`src/rtl/snake_pixel_engine.sv`:
```
// ---------------------------------------------------------------------------
// snake_pixel_engine
//
// Game-state and pixel-colour stage that feeds the VGA controller. It keeps
// the snake as a shift register of grid cells and advances it one cell on
// each move tick. It applies the direction buttons and the wall and
// self-collision rules. It also answers the controller's per-pixel coordinate
// query with a colour word, two cycles after the query.
//
// Ports
//   iCLK          pixel clock, the only clock
//   iRST          synchronous active-high reset
//   iStep         one-cycle move tick
//   iGrow         one-cycle request to lengthen by one at the next step
//   iUpButton     level button, asynchronous to iCLK
//   iDownButton   level button, asynchronous to iCLK
//   iLeftButton   level button, asynchronous to iCLK
//   iRightButton  level button, asynchronous to iCLK
//   iCoord_X      active-area pixel X being drawn
//   iCoord_Y      active-area pixel Y being drawn
//   oRed/oGreen/oBlue  colour for the queried pixel, two cycles later
//   oLength       current segment count
//   oDead         high once the snake has collided
// ---------------------------------------------------------------------------
module snake_pixel_engine #(
    parameter int CELL_LOG2 = 3,
    parameter int GRID_W    = 80,
    parameter int GRID_H    = 60,
    parameter int MAX_LEN   = 32,
    parameter int START_LEN = 4
) (
    input  logic       iCLK,
    input  logic       iRST,
    input  logic       iStep,
    input  logic       iGrow,
    input  logic       iUpButton,
    input  logic       iDownButton,
    input  logic       iLeftButton,
    input  logic       iRightButton,
    input  logic [9:0] iCoord_X,
    input  logic [9:0] iCoord_Y,
    output logic [9:0] oRed,
    output logic [9:0] oGreen,
    output logic [9:0] oBlue,
    output logic [5:0] oLength,
    output logic       oDead
);

    localparam logic [1:0] ST_IDLE = 2'd0;
    localparam logic [1:0] ST_RUN  = 2'd1;
    localparam logic [1:0] ST_DEAD = 2'd2;

    // A direction and its opposite differ only in bit 0. The reversal check
    // depends on this encoding.
    localparam logic [1:0] DIR_RIGHT = 2'd0;
    localparam logic [1:0] DIR_LEFT  = 2'd1;
    localparam logic [1:0] DIR_UP    = 2'd2;
    localparam logic [1:0] DIR_DOWN  = 2'd3;

    localparam logic [6:0] WALL_X    = 7'(GRID_W - 1);
    localparam logic [5:0] WALL_Y    = 6'(GRID_H - 1);
    localparam logic [5:0] START_Y   = 6'(GRID_H / 2);
    localparam logic [5:0] LEN_MAX   = 6'(MAX_LEN);
    localparam logic [5:0] LEN_START = 6'(START_LEN);

    logic [1:0] state;
    logic [1:0] dir;
    logic [1:0] pendDir;
    logic       growPend;
    logic [5:0] len;
    logic [6:0] segX [MAX_LEN];
    logic [5:0] segY [MAX_LEN];

    logic [3:0] btnMeta;
    logic [3:0] btnSync;
    logic       reqValid;
    logic [1:0] reqDir;

    logic [6:0] nextX;
    logic [5:0] nextY;
    logic       growing;
    logic       selfHit;
    logic       wallHit;
    logic       collide;
    logic       doStep;

    logic       s1Live;
    logic [9:0] s1X;
    logic [9:0] s1Y;
    logic       headHit;
    logic       bodyHit;
    logic       inGrid;
    logic       wallCell;

    // Reset body layout: a horizontal line heading right from the grid
    // centre. X is clamped at 1 so unused segments never sit in the wall.
    function automatic logic [6:0] startX(input int idx);
        int v;
        v = GRID_W / 2 - idx;
        if (v < 1) begin
            v = 1;
        end
        return 7'(v);
    endfunction

    // Two-flop synchroniser for the four button levels, packed as
    // {up, down, left, right}.
    always_ff @(posedge iCLK) begin
        if (iRST) begin
            btnMeta <= 4'b0;
            btnSync <= 4'b0;
        end else begin
            btnMeta <= {iUpButton, iDownButton, iLeftButton, iRightButton};
            btnSync <= btnMeta;
        end
    end

    // Reduce the synchronised buttons to one request, Up first and Right last.
    always_comb begin
        reqValid = 1'b1;
        reqDir   = DIR_RIGHT;
        if (btnSync[3]) begin
            reqDir = DIR_UP;
        end else if (btnSync[2]) begin
            reqDir = DIR_DOWN;
        end else if (btnSync[1]) begin
            reqDir = DIR_LEFT;
        end else if (btnSync[0]) begin
            reqDir = DIR_RIGHT;
        end else begin
            reqValid = 1'b0;
        end
    end

    // Candidate head for the next step. It uses the pending direction
    // registered before this edge, so a button update in the same cycle
    // waits for the following step.
    always_comb begin
        nextX = segX[0];
        nextY = segY[0];
        case (pendDir)
            DIR_RIGHT: nextX = segX[0] + 7'd1;
            DIR_LEFT:  nextX = segX[0] - 7'd1;
            DIR_UP:    nextY = segY[0] - 6'd1;
            default:   nextY = segY[0] + 6'd1;
        endcase
    end

    // Collision check for the candidate head. The last live segment is only
    // an obstacle when the snake grows this step; otherwise the tail moves
    // out of the way in the same step.
    always_comb begin
        growing = growPend && (len < LEN_MAX);
        selfHit = 1'b0;
        for (int i = 1; i < MAX_LEN; i++) begin
            if ((i < int'(len)) && ((i != int'(len) - 1) || growing) &&
                (segX[i] == nextX) && (segY[i] == nextY)) begin
                selfHit = 1'b1;
            end
        end
        wallHit = (nextX == 7'd0) || (nextX == WALL_X) ||
                  (nextY == 6'd0) || (nextY == WALL_Y);
        collide = wallHit || selfHit;
        doStep  = (state == ST_RUN) && iStep;
    end

    // Game state: IDLE/RUN/DEAD, direction registers, grow flag and the
    // segment shift register. A collision freezes the body, the length and
    // the direction. A fresh iGrow takes priority over the clear done by a
    // step in the same cycle.
    always_ff @(posedge iCLK) begin
        if (iRST) begin
            state    <= ST_IDLE;
            dir      <= DIR_RIGHT;
            pendDir  <= DIR_RIGHT;
            growPend <= 1'b0;
            len      <= LEN_START;
            for (int i = 0; i < MAX_LEN; i++) begin
                segX[i] <= startX(i);
                segY[i] <= START_Y;
            end
        end else begin
            if ((state == ST_IDLE) && reqValid) begin
                state <= ST_RUN;
            end
            if (reqValid && (reqDir != (dir ^ 2'b01))) begin
                pendDir <= reqDir;
            end
            if (doStep) begin
                if (collide) begin
                    state <= ST_DEAD;
                end else begin
                    dir     <= pendDir;
                    segX[0] <= nextX;
                    segY[0] <= nextY;
                    for (int i = 1; i < MAX_LEN; i++) begin
                        segX[i] <= segX[i-1];
                        segY[i] <= segY[i-1];
                    end
                    if (growing) begin
                        len <= len + 6'd1;
                    end
                end
            end
            if (iGrow) begin
                growPend <= 1'b1;
            end else if (doStep && !collide) begin
                growPend <= 1'b0;
            end
        end
    end

    // Pixel stage 1: register the cell coordinates of the query. s1Live
    // blanks the first output after reset, so the reset-cleared coordinates
    // are never drawn as a wall cell.
    always_ff @(posedge iCLK) begin
        if (iRST) begin
            s1Live <= 1'b0;
            s1X    <= 10'd0;
            s1Y    <= 10'd0;
        end else begin
            s1Live <= 1'b1;
            s1X    <= iCoord_X >> CELL_LOG2;
            s1Y    <= iCoord_Y >> CELL_LOG2;
        end
    end

    // Compare the registered cell against every live segment in parallel.
    always_comb begin
        headHit = (s1X == {3'b0, segX[0]}) && (s1Y == {4'b0, segY[0]});
        bodyHit = 1'b0;
        for (int i = 1; i < MAX_LEN; i++) begin
            if ((i < int'(len)) && (s1X == {3'b0, segX[i]}) &&
                (s1Y == {4'b0, segY[i]})) begin
                bodyHit = 1'b1;
            end
        end
        inGrid   = (s1X < 10'(GRID_W)) && (s1Y < 10'(GRID_H));
        wallCell = (s1X == 10'd0) || (s1X == 10'(GRID_W - 1)) ||
                   (s1Y == 10'd0) || (s1Y == 10'(GRID_H - 1));
    end

    // Pixel stage 2: register the colour. The checks run in this order:
    // outside the grid, head, body, wall, background.
    always_ff @(posedge iCLK) begin
        if (iRST) begin
            oRed   <= 10'h000;
            oGreen <= 10'h000;
            oBlue  <= 10'h000;
        end else if (!s1Live || !inGrid) begin
            oRed   <= 10'h000;
            oGreen <= 10'h000;
            oBlue  <= 10'h000;
        end else if (headHit) begin
            oRed   <= 10'h3FF;
            oGreen <= 10'h3FF;
            oBlue  <= 10'h000;
        end else if (bodyHit) begin
            oRed   <= (state == ST_DEAD) ? 10'h3FF : 10'h000;
            oGreen <= (state == ST_DEAD) ? 10'h000 : 10'h3FF;
            oBlue  <= 10'h000;
        end else if (wallCell) begin
            oRed   <= 10'h000;
            oGreen <= 10'h000;
            oBlue  <= 10'h3FF;
        end else begin
            oRed   <= 10'h000;
            oGreen <= 10'h000;
            oBlue  <= 10'h000;
        end
    end

    assign oLength = len;
    assign oDead   = (state == ST_DEAD);

endmodule
```
`config.mk`:
```
export PLATFORM = sky130hd
export DESIGN_NAME = snake_pixel_engine
export DESIGN_NICKNAME = d
export VERILOG_FILES = /design/src/rtl/snake_pixel_engine.sv
export SDC_FILE = /design/constraint.sdc
export NUM_CORES = 1
export LEC_CHECK = 0
export ABC_AREA = 1
export CAP_MARGIN = 30
export CORE_MARGIN = 3
export CORE_UTILIZATION = 34
export DETAILED_ROUTE_END_ITERATION = 6
export MAX_ROUTING_LAYER = met4
export PLACE_DENSITY = 0.6
export SKIP_LAST_GASP = 1
export SLEW_MARGIN = 20
export SYNTH_ARGS = -nofsm -noshare
export SYNTH_HDL_FRONTEND = slang
export SYNTH_SLANG_ARGS = --single-unit
```
`constraint.sdc`:
```
create_clock -name iCLK -period 26.6 [get_ports iCLK]
set_input_delay 7.98 -clock iCLK [delete_from_list [all_inputs] [get_ports iCLK]]
set_output_delay 7.98 -clock iCLK [all_outputs]
set_load 0.01 [all_outputs]
```
Yosys cells after proc, flatten, opt, wreduce, memory -nomap -nowiden
Memory sizes are Yosys's and may differ from the RTL's. Index checks and enable logic that the tools add are counted.

RAM bits: 416. Memories: 2. Input bits: 28. Output and inout bits: 37. Register bits after elaboration: 72. Word-level logic and storage cells: 659.

$lt $le $gt $ge: 34. Bitwise gates (word level): 66. Equality and inequality tests: 166. Reductions and logical operators: 216. Muxes and demuxes: 154. Add/sub/neg operators: 6.

Memories: segX (words 32, bits a word 7, rd ports 32, clocked after memory_dff 0, write ports 32, RTL line 71) `logic [6:0] segX [MAX_LEN];`; segY (words 32, bits a word 6, rd ports 32, clocked after memory_dff 0, write ports 32, RTL line 72) `logic [5:0] segY [MAX_LEN];`.

Operators by type and width (number): equality test 10 x 6 -> 1 bit (32); equality test 10 x 7 -> 1 bit (32); two-way mux 7 bit (32); equality test 7 bit (31); two-way mux 6 bit (32); equality test 6 bit (31); logical AND 1 bit (162); inequality test 6 x 7 -> 1 bit, first input constant (16); < comparator 5 x 6 -> 1 bit, first input constant (16); two-way mux 1 bit (76); two-way mux 10 bit (7); bitwise OR 1 bit (64); inequality test 5 x 7 -> 1 bit, first input constant (8); < comparator 4 x 6 -> 1 bit, first input constant (8); logical OR 1 bit (39); inequality test 4 x 7 -> 1 bit, first input constant (4); < comparator 3 x 6 -> 1 bit, first input constant (4); logical NOT 10 bit (2); inequality test 3 x 7 -> 1 bit, first input constant (2); one-hot mux 7 bit (2 select lines) (1); adder 6 x 1 -> 6 bit, second input constant (2); < comparator 2 x 6 -> 1 bit, first input constant (2); one-hot mux 6 bit (2 select lines) (1); equality test 10 x 6 -> 1 bit, second input constant (1); other kinds (26) (37).

Longest topological paths before layout
Gate-level depths: netlist of run 1.

Depth after elaboration: 43. Gate-level depth with buffers: 32. Depth with buffers taken out: 29.

Worst setup path before layout of run 1
OpenSTA, ideal clock, no wires.

Path kind: in2reg. Start: input port iStep. End: memory segX[0][0] (enable). Setup slack: 8526 ps. Required time: 25799 ps. Arrival: 17272 ps. Cell stages on the path: 4. Setup time: 801 ps. Cell sequence: nand3_1 inv_1 nand2_4 nand2_1.

RTL lines: start, declared (RTL line 34) `input logic iStep,`; end, declared (RTL line 71).

==> metrics.txt, run 1 <==
via count=28720; Final Cycle Share=41.9%; fraction of registers with async set/reset=0%; die height=302 microns; top-area cell type share of the netlist area=41.9%; Nets=3865; mux contribution to synthesized area=0%; Synth warnings=0; adder-cell share of the synthesized area=0.529%; FILL cells=8918; multi-input logic area=13300 sq um; io pins=65; vias per inst=5.73; postcts setup bufs=0; CTS clk-pin slew, worst paths=0.06 ns; core area=86100 sq um; Clock Skews=0.0454 ns; status=complete, no violations; TritonCTS Buffers=53; slew margin rel.=28.5%; first-pass GRT wire length=184000 microns; min cycle time layout=11.15 ns; Slew Limit Fails=0; Post-CTS Resized=0; Die Footprint=91300 sq um; most frequent cell after synthesis=nand2_1; Cells after DPL=4907; Post-Synth XOR/XNOR Area=7.14%; Area Overhead vs Synth=10.7%; total grt overflow=0; GRT Total Usage=28.4%; post-synthesis sequential area ratio=44.5%; Skew-Pair Late Insertion Delay=0.64 ns; CTS Root Cell=clkbuf_16; Longest Clk Path Bufs=3; Final Cell Area=33000 sq um; wire per inst=25.6 microns; Startpoint Class=primary input; Max VDD drop=56.1 uV; largest net degree at the start of global routing=75; Finished Core Util=38.4%; CP Max Fanout=66; H-tree depth=2; synthesized area per cell=7.71 sq um; count of hold-fix buffers inserted at cts=0; CTS tree=yes; Power per Cell Area=63.7 nW/um^2; Synth area leaders=edfxtp_1 42%, nand2_1 13%, inv_1 6.5%; Clock Sinks=455; max-cap violations=0; Synth Instances=3868; post-synth top area cell=edfxtp_1; Initial Util=34.6%; Setup crit end kind=register; TNS Setup=0 ns; final wirelength=129000 microns; DRC=0; Netlist Area Pre-Place=29800 sq um; Post-Synth Simple-Gate Area=27.9%; Worst Tran Pin Value=1.07 ns; Arr. time, crit path=11.40 ns; vias in the first global route=26268; gpl congestion=1.00; post-DP HPWL=82700 microns; CP required=26.85 ns; Routed Antenna Nets=0; endpoints failing setup=0; area post-placement=31200 sq um; Sequential cell area=13300 sq um; die width=302 microns; syn_nets=3908; FP Rows=107; Synth Area in Compound Gates=9.13%; Post-synth top flop=edfxtp_1; Tightest Hold Check Type=reg2reg; Post-synth EDFFs=416; first-iteration detailed-routing DRC count=4585; Synth Register Bits=455; share of cells above drive strength 1=6.49%; Max Clk Rate=0.0897 GHz; RSZ-0062 raised after global routing=false; TritonRoute pass-1 iters=6; IO Port Bufs=58; top cells by count, synth=1018 x nand2_1, 514 x inv_1, 446 x nor2_1, 416 x edfxtp_1, 331 x nand3_1; Leak Pwr=0.0140 uW; Setup Crit Path Kind=in2reg; main combinational cell family by area after synthesis=simple AND/OR/NAND/NOR gates; Synth cell types=49; initial antenna violation count=4; Finished Layout Cells=5015; Fin. Hold Viols=0
[registers in the layout (all words and copies together) (netlist names)]
name and flops:
oBlue 1, oLength 6, s1Y 7, s1Live 1, pendDir 2, dir 2, state 2, s1X 7
btnSync 4, btnMeta 4, oGreen 1, growPend 1, oRed 1, segX 224, segY 192
[layer usage]
metal	vias up	track usage (%)	part of all wire (%)	routed length (microns)
met2	2170	41.6	43	54700
met3	408	6.85	13	17300
li1	12641	-	-	-
met4	0	11.8	5.0	6370
met1	13501	37.5	39	50200
met5	-	-	0	0
[path summary, 6_finish.rpt]
kind               from           to  slack, ns  cells after the start
max                iRST  segX[4][10]      15.45                      6
min          btnMeta[1]   btnSync[1]       0.40                      2
max reg2reg  pendDir[0]  segX[4][10]      18.79                     23
min reg2reg  btnMeta[1]   btnSync[1]       0.40                      2
[cells by family (layout without fill, tap and decap cells)]
kind of cell / after synthesis / count (layout)
AO/OA/AOI/OAI: 421 / 421
adder cells (fa/ha/maj): 12 / 12
other: 0 / 1
XOR/XNOR: 243 / 243
AND/OR/NAND/NOR: 1976 / 1976
flip-flops: 455 / 455
buffers and inverters: 761 / 763
[metrics by stage]
step | hold slack, ns | power (uW) | worst slack, ns
after detailed placement | 0.395 | 1340 | 14.66
after global routing | 0.396 | 2170 | 15.26
after global placement | 0.397 | 1340 | 14.69
final | 0.396 | 2100 | 15.45
after floorplan | 0.388 | 1190 | 8.53
after CTS | 0.400 | 2090 | 15.33
[layout by cell type, fill, tap and decap left out, types with 11 or more instances in the layout]
cell,netlist,layout
nor3_1,13,13
dfxtp_1,39,26
o21ai_0,59,59
ha_1,11,11
nand3_1,331,330
clkbuf_16,0,53
buf_4,50,75
clkdlybuf4s50_1,0,57
clkbuf_1,101,15
dfxtp_2,0,13
nand2_1,1018,1011
nor2_1,446,446
xnor2_1,70,70
a221oi_1,46,46
o22ai_1,197,197
nand4_1,46,46
a21oi_1,61,61
clkinv_2,0,12
nor2_2,37,37
o2111ai_1,16,16
xor2_1,173,173
nor4_1,44,44
edfxtp_1,416,416
inv_1,514,511
nand2_2,8,13
[area by class of cell]
type / instances / share of cell area, %
Clock buffer: 76 / 4.52
Clock inverter: 24 / 0.747
Antenna cell: 1 / 0.00758
Tap cell: 1144 / 4.34
Multi-Input combinational cell: 2652 / 40.4
Sequential cell: 455 / 40.3
Timing Repair Buffer: 138 / 3.72
Inverter: 525 / 5.98
[critical path, cell delays in order]
cell and delay (ns):
buf_4 0.30, clkinv_2 0.60, nand2_4 0.67, buf_12 0.29, buf_4 0.65, buf_4 0.81
[report_power, final]
part	switching, uW	internal (uW)	leakage, uW	total [uW]
logic	351	124	0.00916	475
clock network	325	429	0.000853	754
registers	43.1	830	0.00395	873
Power figures use the tool's default switching activity.
==> run 2: changes to the inputs <==
==> constraint.sdc (replaced) <==
create_clock -name iCLK -period 11 [get_ports iCLK]
set_input_delay 3.3 -clock iCLK [delete_from_list [all_inputs] [get_ports iCLK]]
set_output_delay 3.3 -clock iCLK [all_outputs]
set_load 0.01 [all_outputs]
==> run 2 against run 1 <==
  * Combinational power rose by 140%
  * Cell count about the same
  * Non-clock buffer count did not move
  * Critical path type is now reg2reg
  * Largest power group unchanged
==> metrics.txt, run 2 (synthesis gave the netlist of run 1 again) <==
DRC=0 (unchanged); initial antenna violation count=4 (unchanged); Slowest cell on crit path=buf_4 (unchanged); FP Rows=107 (unchanged); Startpoint Class=register (was primary input); final wirelength=130000 microns (was 129000 microns); Endpoint, Worst Hold=btnSync[3] (was btnSync[1]); CTS Root Cell=clkbuf_16 (unchanged); CP Max Fanout=67 (was 66); io pins=65 (unchanged); CP required=11.37 ns (was 26.85 ns); Slew Limit Fails=0 (unchanged); H-tree depth=2 (unchanged); max FFs per register=224 (unchanged); gpl congestion=1.02 (was 1.00); largest register by flop count=segX (unchanged); Clock Sinks=455 (unchanged); Worst Slack Setup Final=3.61 ns (was 15.45 ns); CTS tree=yes (unchanged); Tightest Hold Check Type=reg2reg (unchanged); Max Clk Rate=0.135 GHz; dpl ws=3.92 ns (was 14.66 ns); Hold Path Cell Cnt=2 (unchanged); TNS Setup=0 ns (unchanged); max-cap violations=0 (unchanged); most frequent cells in the layout=1009 x nand2_1, 511 x inv_1, 446 x nor2_1, 416 x edfxtp_1, 330 x nand3_1 (was 1011 x nand2_1, 511 x inv_1, 446 x nor2_1, 416 x edfxtp_1, 330 x nand3_1); TritonCTS Buffers=54 (was 53); first-pass GRT wire length=186000 microns (was 184000 microns); Initial Util=34.6% (unchanged); GRT Total Usage=28.8% (was 28.4%); slew margin rel.=35.2% (was 28.5%); Power per Cell Area=153 nW/um^2 (was 63.7 nW/um^2); r2r startpoint=pendDir[1] (was pendDir[0]); via count=28990 (was 28720); Post-CTS Resized=0 (unchanged); IO Port Bufs=58 (unchanged); endpoints failing setup=0 (unchanged); most frequent CP cell=nand2_1 (was buf_4); Finished Core Util=38.3% (was 38.4%); R2R setup slack=3.61 ns (was 18.79 ns); Critical path buffers and inverters=7 (was 5); Critical R2R Capture=segY[0][10] (was segX[4][10]); core area=86100 sq um (unchanged); Cells after DPL=4914 (was 4907); Longest Clk Path Bufs=3 (unchanged); wire per inst=26.0 microns (was 25.6 microns); status=complete, no violations (unchanged); count of hold-fix buffers inserted at cts=0 (unchanged); Fin. Hold Viols=0 (unchanged); Finished Layout Cells=5018 (was 5015); vias per inst=5.78 (was 5.73); Worst Tran Pin Value=0.971 ns (was 1.07 ns); RSZ-0062 raised after global routing=false (unchanged); Reg2Reg Depth=28 (was 23); Max VDD drop=135 uV (was 56.1 uV); die height=302 microns (unchanged); critical path depth=28 (was 6); Area Overhead vs Synth=10.6% (was 10.7%); Setup Crit Path Kind=reg2reg (was in2reg); TritonRoute pass-1 iters=6 (unchanged); share of cells above drive strength 1=6.25% (was 6.49%); postcts setup bufs=0 (unchanged); first-iteration detailed-routing DRC count=4624 (was 4585); min cycle time layout=7.39 ns; post-DP HPWL=83300 microns (was 82700 microns); Routed Antenna Nets=0 (unchanged); die width=302 microns (unchanged); worst hold start=btnMeta[3] (was btnMeta[1]); largest net degree at the start of global routing=110 (was 75); vias in the first global route=26752 (was 26268); most common cell after layout, fill and taps aside=nand2_1 (unchanged); Final Cycle Share=67.2%; CTS clk-pin slew, worst paths=0.06 ns (about the same); slowest stage delay, CP=0.74 ns (was 0.81 ns); Setup crit end kind=register (unchanged); Die Footprint=91300 sq um (unchanged); Arr. time, crit path=7.76 ns (was 11.40 ns); biggest regs=segX x224, segY x192 (unchanged); Skew-Pair Late Insertion Delay=0.67 ns (was 0.64 ns); total grt overflow=0 (unchanged); Nets=3866 (was 3865); Leak Pwr=0.0139 uW (was 0.0140 uW); Clock Skews=0.0474 ns (was 0.0454 ns); family with the most delay on the worst path=buffers and inverters (unchanged)
[run 2: changes by cell type in the layout (fill, tap and decap cells not counted), sizes merged]
cell	delta
clkbuf	+5
bufinv	-2
diode	+2
clkinvlp	-2
[run 2: area by class of cell]
type	instances	area, sq um
well taps	1144	1430
multi-input cells	2652	13400
inverters	525	1970
clock inverters	20	181
clock buffers	81	1500
diodes	3	7.51
repair buffers	138	1220
flip-flops and latches	455	13300
fillers	8864	53100
[run 2: worst max path at each step]
stage	startpoint	to	slack, ns
after CTS	pendDir[0]	segY[0][10]	3.94
after detailed placement	pendDir[0]	segX[3][5]	3.92
after floorplan	iStep	segX[0][0]	1.81
after global routing	pendDir[1]	segY[0][7]	3.43
after global placement	pendDir[0]	segX[1][9]	3.93
final	pendDir[1]	segY[0][10]	3.61
[run 2: through the flow]
step,total power [uW],instance area [sq um],hold WS [ns]
floorplan,2860,29800,0.388
global placement,3240,31200,0.396
detailed placement,3250,31300,0.397
CTS,5010,33000,0.406
global route,5190,33000,0.427
finish,5040,33000,0.402
[run 2: report_power, final]
part           leakage (uW)  internal [uW]  switching (uW)
clock              0.000822            992             791
combinational       0.00915            298             853
sequential          0.00395           2010             103
[run 2: metal layers]
| metal | share of wire [%] | vias up | GRT usage [%] |
|---|---|---|---|
| met5 | 0 | - | - |
| met2 | 43 | 2276 | 42.7 |
| met4 | 5.5 | 0 | 13.5 |
| met3 | 14 | 466 | 6.79 |
| met1 | 38 | 13613 | 37.0 |
| li1 | - | 12635 | - |
[run 2: worst reg2reg max path, delay by kind of cell, from the launching register on]
kind                       cells  cell delay (ns)
adders and majority gates      1             0.33
DFF                            1             0.30
buffers and inverters          7             3.25
and+or+nand+nor               19             3.02
AOI/OAI and AO/OA              1             0.25
